**config.mk**
```make
export PLATFORM = sky130hd
export DESIGN_NAME = hazard_scoreboard
export DESIGN_NICKNAME = d
export VERILOG_FILES = /design/src/rtl/hazard_scoreboard_pkg.sv /design/src/rtl/hazard_scoreboard_sat_counter.sv /design/src/rtl/hazard_scoreboard.sv
export SDC_FILE = /design/constraint.sdc
export NUM_CORES = 1
export LEC_CHECK = 0
export CAP_MARGIN = 20
export CORE_ASPECT_RATIO = 0.8
export CORE_UTILIZATION = 35
export DETAILED_ROUTE_END_ITERATION = 8
export DONT_BUFFER_PORTS = 1
export PLACE_DENSITY = 0.57
export SYNTH_ARGS = -nofsm -noshare
export SYNTH_HDL_FRONTEND = slang
export SYNTH_SLANG_ARGS = --single-unit
export TNS_END_PERCENT = 10
```
**constraint.sdc**
```tcl
create_clock -name clk -period 4.4 [get_ports clk]
set_input_delay 0.66 -clock clk [delete_from_list [all_inputs] [get_ports clk]]
set_output_delay 0.66 -clock clk [all_outputs]
set_load 0.02 [all_outputs]
```
**src/rtl/hazard_scoreboard_pkg.sv**
```systemverilog
// Shared pipeline constants and register-mask helpers for the decode/bypass path.
// Latency: n/a (types and functions only).
// Backpressure: n/a.
package hazard_scoreboard_pkg;

   localparam int REG_ADDR_W          = 5;
   localparam int NUM_REGS            = 32;
   localparam int XLEN                = 32;
   localparam int MAX_OUTSTANDING_DEF = 4;

   typedef logic [REG_ADDR_W-1:0] reg_addr_t;
   typedef logic [NUM_REGS-1:0]   reg_mask_t;

   // One-hot mask selecting a single architectural register.
   function automatic reg_mask_t reg_onehot(input reg_addr_t addr);
      reg_mask_t m;
      m       = '0;
      m[addr] = 1'b1;
      return m;
   endfunction

endpackage

```
**src/rtl/hazard_scoreboard_sat_counter.sv**
```systemverilog
// Saturating event counter, used for performance counters such as stall cycles.
// Latency: count reflects an inc one cycle after it is presented.
// Backpressure: none; holds at all-ones once saturated.
module sat_counter #(
   parameter int W = 32
) (
   input  logic         clk,
   input  logic         reset,
   input  logic         inc,
   output logic [W-1:0] count
);

   logic [W-1:0] count_q;
   logic [W-1:0] count_d;

   // Next count: increment unless already saturated.
   always_comb begin
      count_d = count_q;
      if (inc && (count_q != '1)) begin
         count_d = count_q + W'(1);
      end
      if (reset) begin
         count_d = '0;
      end
   end

   // Counter register.
   always_ff @(posedge clk) begin
      count_q <= count_d;
   end

   assign count = count_q;

endmodule

```
**src/rtl/hazard_scoreboard.sv**
```systemverilog
// Tracks destination registers of issued long-latency ops and stalls decode on RAW/WAW/capacity hazards.
// Latency: stall is combinational from issue inputs; a completion clears its hazard the next cycle.
// Backpressure: stall holds decode; killed issues never stall; completions are always accepted.
module hazard_scoreboard
   import hazard_scoreboard_pkg::*;
#(
   parameter int MAX_OUTSTANDING = MAX_OUTSTANDING_DEF,
   parameter int CNT_W           = 3
) (
   input  logic             clk,
   input  logic             reset,
   input  logic             issue_valid,
   input  logic [4:0]       issue_rs1,
   input  logic             issue_use_rs1,
   input  logic [4:0]       issue_rs2,
   input  logic             issue_use_rs2,
   input  logic [4:0]       issue_rd,
   input  logic             issue_long,
   input  logic             issue_kill,
   input  logic             complete_valid,
   input  logic [4:0]       complete_rd,
   output logic             stall,
   output logic [31:0]      pending,
   output logic [CNT_W-1:0] outstanding,
   output logic             full,
   output logic             err_spurious,
   output logic [31:0]      stall_cycles
);

   reg_mask_t        pending_q, pending_d;
   logic [CNT_W-1:0] outstanding_q, outstanding_d;
   logic             err_spurious_q, err_spurious_d;

   logic      full_int;
   logic      raw_hit, waw_hit, cap_hit;
   logic      stall_int, accept;
   logic      set_any, clr_any, spurious;
   reg_mask_t set_vec, clr_vec;

   assign full_int = (outstanding_q == CNT_W'(MAX_OUTSTANDING));

   // Hazard detection against the registered mask only; a same-cycle completion
   // is not forwarded, since the bypass buffer only holds it from the next cycle.
   always_comb begin
      raw_hit   = (issue_use_rs1 & pending_q[issue_rs1]) |
                  (issue_use_rs2 & pending_q[issue_rs2]);
      waw_hit   = issue_long & pending_q[issue_rd] & (issue_rd != '0);
      cap_hit   = issue_long & full_int;
      stall_int = ~reset & issue_valid & ~issue_kill & (raw_hit | waw_hit | cap_hit);
      accept    = issue_valid & ~issue_kill & ~stall_int;
   end

   // Set/clear vectors; x0 never enters the mask, so a completion to x0 never clears.
   always_comb begin
      set_any  = accept & issue_long & (issue_rd != '0);
      clr_any  = complete_valid & pending_q[complete_rd];
      spurious = complete_valid & (complete_rd != '0) & ~pending_q[complete_rd];
      set_vec  = set_any ? reg_onehot(issue_rd)    : '0;
      clr_vec  = clr_any ? reg_onehot(complete_rd) : '0;
   end

   // Next-state for mask, occupancy and the sticky spurious-completion flag.
   always_comb begin
      pending_d      = (pending_q & ~clr_vec) | set_vec;
      outstanding_d  = outstanding_q;
      if (set_any && !clr_any) begin
         outstanding_d = outstanding_q + CNT_W'(1);
      end else if (clr_any && !set_any) begin
         outstanding_d = outstanding_q - CNT_W'(1);
      end
      err_spurious_d = err_spurious_q | spurious;
      if (reset) begin
         pending_d      = '0;
         outstanding_d  = '0;
         err_spurious_d = 1'b0;
      end
   end

   // State registers.
   always_ff @(posedge clk) begin
      pending_q      <= pending_d;
      outstanding_q  <= outstanding_d;
      err_spurious_q <= err_spurious_d;
   end

   sat_counter #(
      .W (XLEN)
   ) u_stall_cnt (
      .clk   (clk),
      .reset (reset),
      .inc   (stall_int),
      .count (stall_cycles)
   );

   assign stall        = stall_int;
   assign pending      = pending_q;
   assign outstanding  = outstanding_q;
   assign full         = full_int & ~reset;
   assign err_spurious = err_spurious_q;

endmodule

```
==> flow_metrics.env <==
export IMPL_cp_end_kind="register"
export IMPL_use_met2=0.311
export IMPL_grtUsageTotal=0.212
export IMPL_drt_iter0_markers=363
export IMPL_syn_nets=526
export IMPL_synth_edff_count=0
export IMPL_ys_seq_area_frac=0.310
export IMPL_route_vias_total=3956
export IMPL_port_buffers=0
export IMPL_clock_fmax_mhz=279
export IMPL_use_met1=0.293
export IMPL_period_minus_slack_ns=3.59
export IMPL_cp_startpoint="pending[23]"
export IMPL_grt_pass1_wl_mm=20.8
export IMPL_post_route_period_util=0.815
export IMPL_slew_violations=0
export IMPL_yosysWarningCount=0
export IMPL_worst_slack_ns=0.812
export IMPL_rr_endpoint="outstanding[2]"
export IMPL_die_area_sq_um=13000
export IMPL_cap_violations=0
export IMPL_clock_tree_root_cell="clkbuf_16"
export IMPL_r2r_start="pending[23]"
export IMPL_maxSlewHeadroom=0.570
export IMPL_hold_viol_final=0
export IMPL_synth_cells=495
export IMPL_die_w_microns=127
export IMPL_grt_max_degree=79
export IMPL_syn_area_per_cell_sq_um=8.86
export IMPL_postCtsHoldBufs=0
export IMPL_setup_viol=0
export IMPL_area_growth_pct=7.84
export IMPL_path_class="reg -> reg"
export IMPL_ys_ff_latch=68
export IMPL_skew_ns=0.00837
export IMPL_grt_pass1_vias=3558
export IMPL_powerDensity_nw_per_um2=292
export IMPL_first_pass_iters=5
export IMPL_wire_per_inst_microns=20.5
export IMPL_dp_hpwl_mm=9.86
export IMPL_worstPathMaxFanout=17
export IMPL_min_path_type="in -> reg"
export IMPL_top_usage_layer="met2"
export IMPL_ir_drop_mv=0.199
export IMPL_initial_utilization=0.359
export IMPL_post_route_util=0.388
export IMPL_syn_cell_area_sq_um=4390
export IMPL_startpoint_type="register"
export IMPL_holdWs_ns=0.412
export IMPL_drive_gt1_frac=0.127
export IMPL_min_path_cells=1
export IMPL_setup_tns_ns=0
export IMPL_grt_remaining_overflow=0
export IMPL_cts_sinks=68
export IMPL_reg2reg_depth=12
export IMPL_met3_usage=0.0649
export IMPL_synth_cell_type_count=56
export IMPL_diodes=0
export IMPL_routed_wl_mm=13.4
export IMPL_clkTransAtPathRegs_ns=0.05
export IMPL_final_nets=509
export IMPL_drc=0
export IMPL_r2r_setup_slack_ns=0.81
export IMPL_htree_levels=3
export IMPL_antenna_found_initial=0
export IMPL_place_ws_ns=0.639
export IMPL_post_cts_resized=0
export IMPL_dpl_cell_area_sq_um=4460
export IMPL_synth_top_flop_cell="dfxtp_1"
export IMPL_final_antenna_net_count=0
export IMPL_ys_async_sr_fraction=0
export IMPL_detail_route_vias_per_cell=6.07
export IMPL_post_cts_repair_setup_buffers=0
export IMPL_std_cell_rows=36
export IMPL_place_congestion=0.876
export IMPL_cellLeakagePower_nw=1.49
export IMPL_clockBufferDepth=2
export IMPL_core_sq_um=12200
export IMPL_clk_latency_ns=0.34
export IMPL_cts_made_buffers=9
export IMPL_stdcell_area_sq_um=4730
export IMPL_outcome="completed"
export IMPL_ios=98
export IMPL_die_y_microns=102
export IMPL_tightest_slew_ns=0.640
export IMPL_worstPathRequired_ns=4.67
export IMPL_rsz0062_at_grt="no"
export IMPL_cts_tree="done"
export IMPL_crit_end="outstanding[2]"
export IMPL_arrival_ns=3.86
cell usage in the layout (no fill, tap or decap), drive strengths merged, types with 3 or more instances in the layout:
cell and count:
o21ai 67, nand3 17, mux2 10, or4 3, nand2b 5, mux4 26, and2 3, nor2 37
a31oi 3, inv 8, dfxtp 68, nand3b 10, nor3b 5, nand4 15, or3 7, a32oi 3
xnor2 11, o31ai 5, nor2b 41, nor4 7, or2 3, nor3 11, mux2i 17, nand2 38
and3 3, clkbuf 11, a21oi 18
stage by stage:
step	total power [W]	std cells
final	0.00138	652
after global placement	0.000703	638
after floorplan	0.000722	495
after global routing	0.00143	652
after detailed placement	0.000704	638
after CTS	0.00140	652
layout make-up:
type / instances / area, sq um
multi-input cells: 390 / 2850
inverters: 8 / 30.0
clock buffers: 11 / 233
well taps: 171 / 214
flip-flops and latches: 68 / 1360
clock inverters: 3 / 40.0
fillers: 1215 / 7470
repair buffers: 1 / 7.51
state kept, by name, summed over array words and instances (netlist names):
register / flops
outstanding: 3
err_spurious: 1
pending: 32
u_stall_cnt.count: 32
how the worst min path moves through the flow:
stage / endpoint / from
after floorplan: err_spurious / err_spurious
after global placement: err_spurious / err_spurious
after CTS: err_spurious / reset
after global routing: pending[2] / reset
after detailed placement: u_stall_cnt.count[29] / u_stall_cnt.count[29]
final: err_spurious / reset
layer usage:
| metal | vias to the layer above | share of wire |
|---|---|---|
| met5 | - | 0 |
| met4 | 0 | 0.015 |
| met3 | 20 | 0.096 |
| met2 | 190 | 0.44 |
| met1 | 1944 | 0.45 |
| li1 | 1802 | - |
cell families after synthesis:
group           Yosys count  synth area share
compound gates          110             0.146
xor+xnor                 13            0.0259
fa+ha+maj                 3            0.0103
buf+inv                  37            0.0411
flops                    68             0.310
mux                      53             0.199
simple gates            211             0.268
critical path: stages, from the launching register on:
cell and delay, ns:
dfxtp_1 0.44, mux4_2 0.52, a221oi_1 0.30, a31oi_1 0.09
a2111oi_2 0.28, o211a_4 0.37, and3b_2 0.28, ha_1 0.19
inv_1 0.06, fa_1 0.37, xor2_1 0.15, or3_1 0.31
a21oi_1 0.14
power breakdown:
| part | internal (W) | leakage, nW | total (W) | switching (W) |
|---|---|---|---|---|
| Combinational | 0.0000324 | 0.807 | 0.0000604 | 0.0000280 |
| Sequential | 0.000620 | 0.548 | 0.000630 | 0.0000104 |
| Clock | 0.000430 | 0.135 | 0.000693 | 0.000263 |
synthesized netlist by cell type, types with 4 or more instances:
cell type   n  area, sq um
nor3b_1     5         37.5
dfxtp_1    68         1360
nor2b_1    41          257
inv_1       8         30.0
o21ai_0    60          300
o31ai_1     5         37.5
nand3b_1   10         75.1
clkbuf_1   13         48.8
mux2_2      9          101
nand4_1    15         93.8
a21oi_1    18         90.1
o21ai_1     7         35.0
nand2_1    38          143
nor2_1     37          139
buf_6       4         45.0
or3_1       7         43.8
xnor2_1    11         96.3
nand2b_1    5         31.3
buf_2       9         45.0
nor4_1      5         31.3
mux4_2     26          586
mux2i_1    17          170
nor3_1     10         50.1
nand3_1    15         75.1
(Power assumes the default switching activity.)
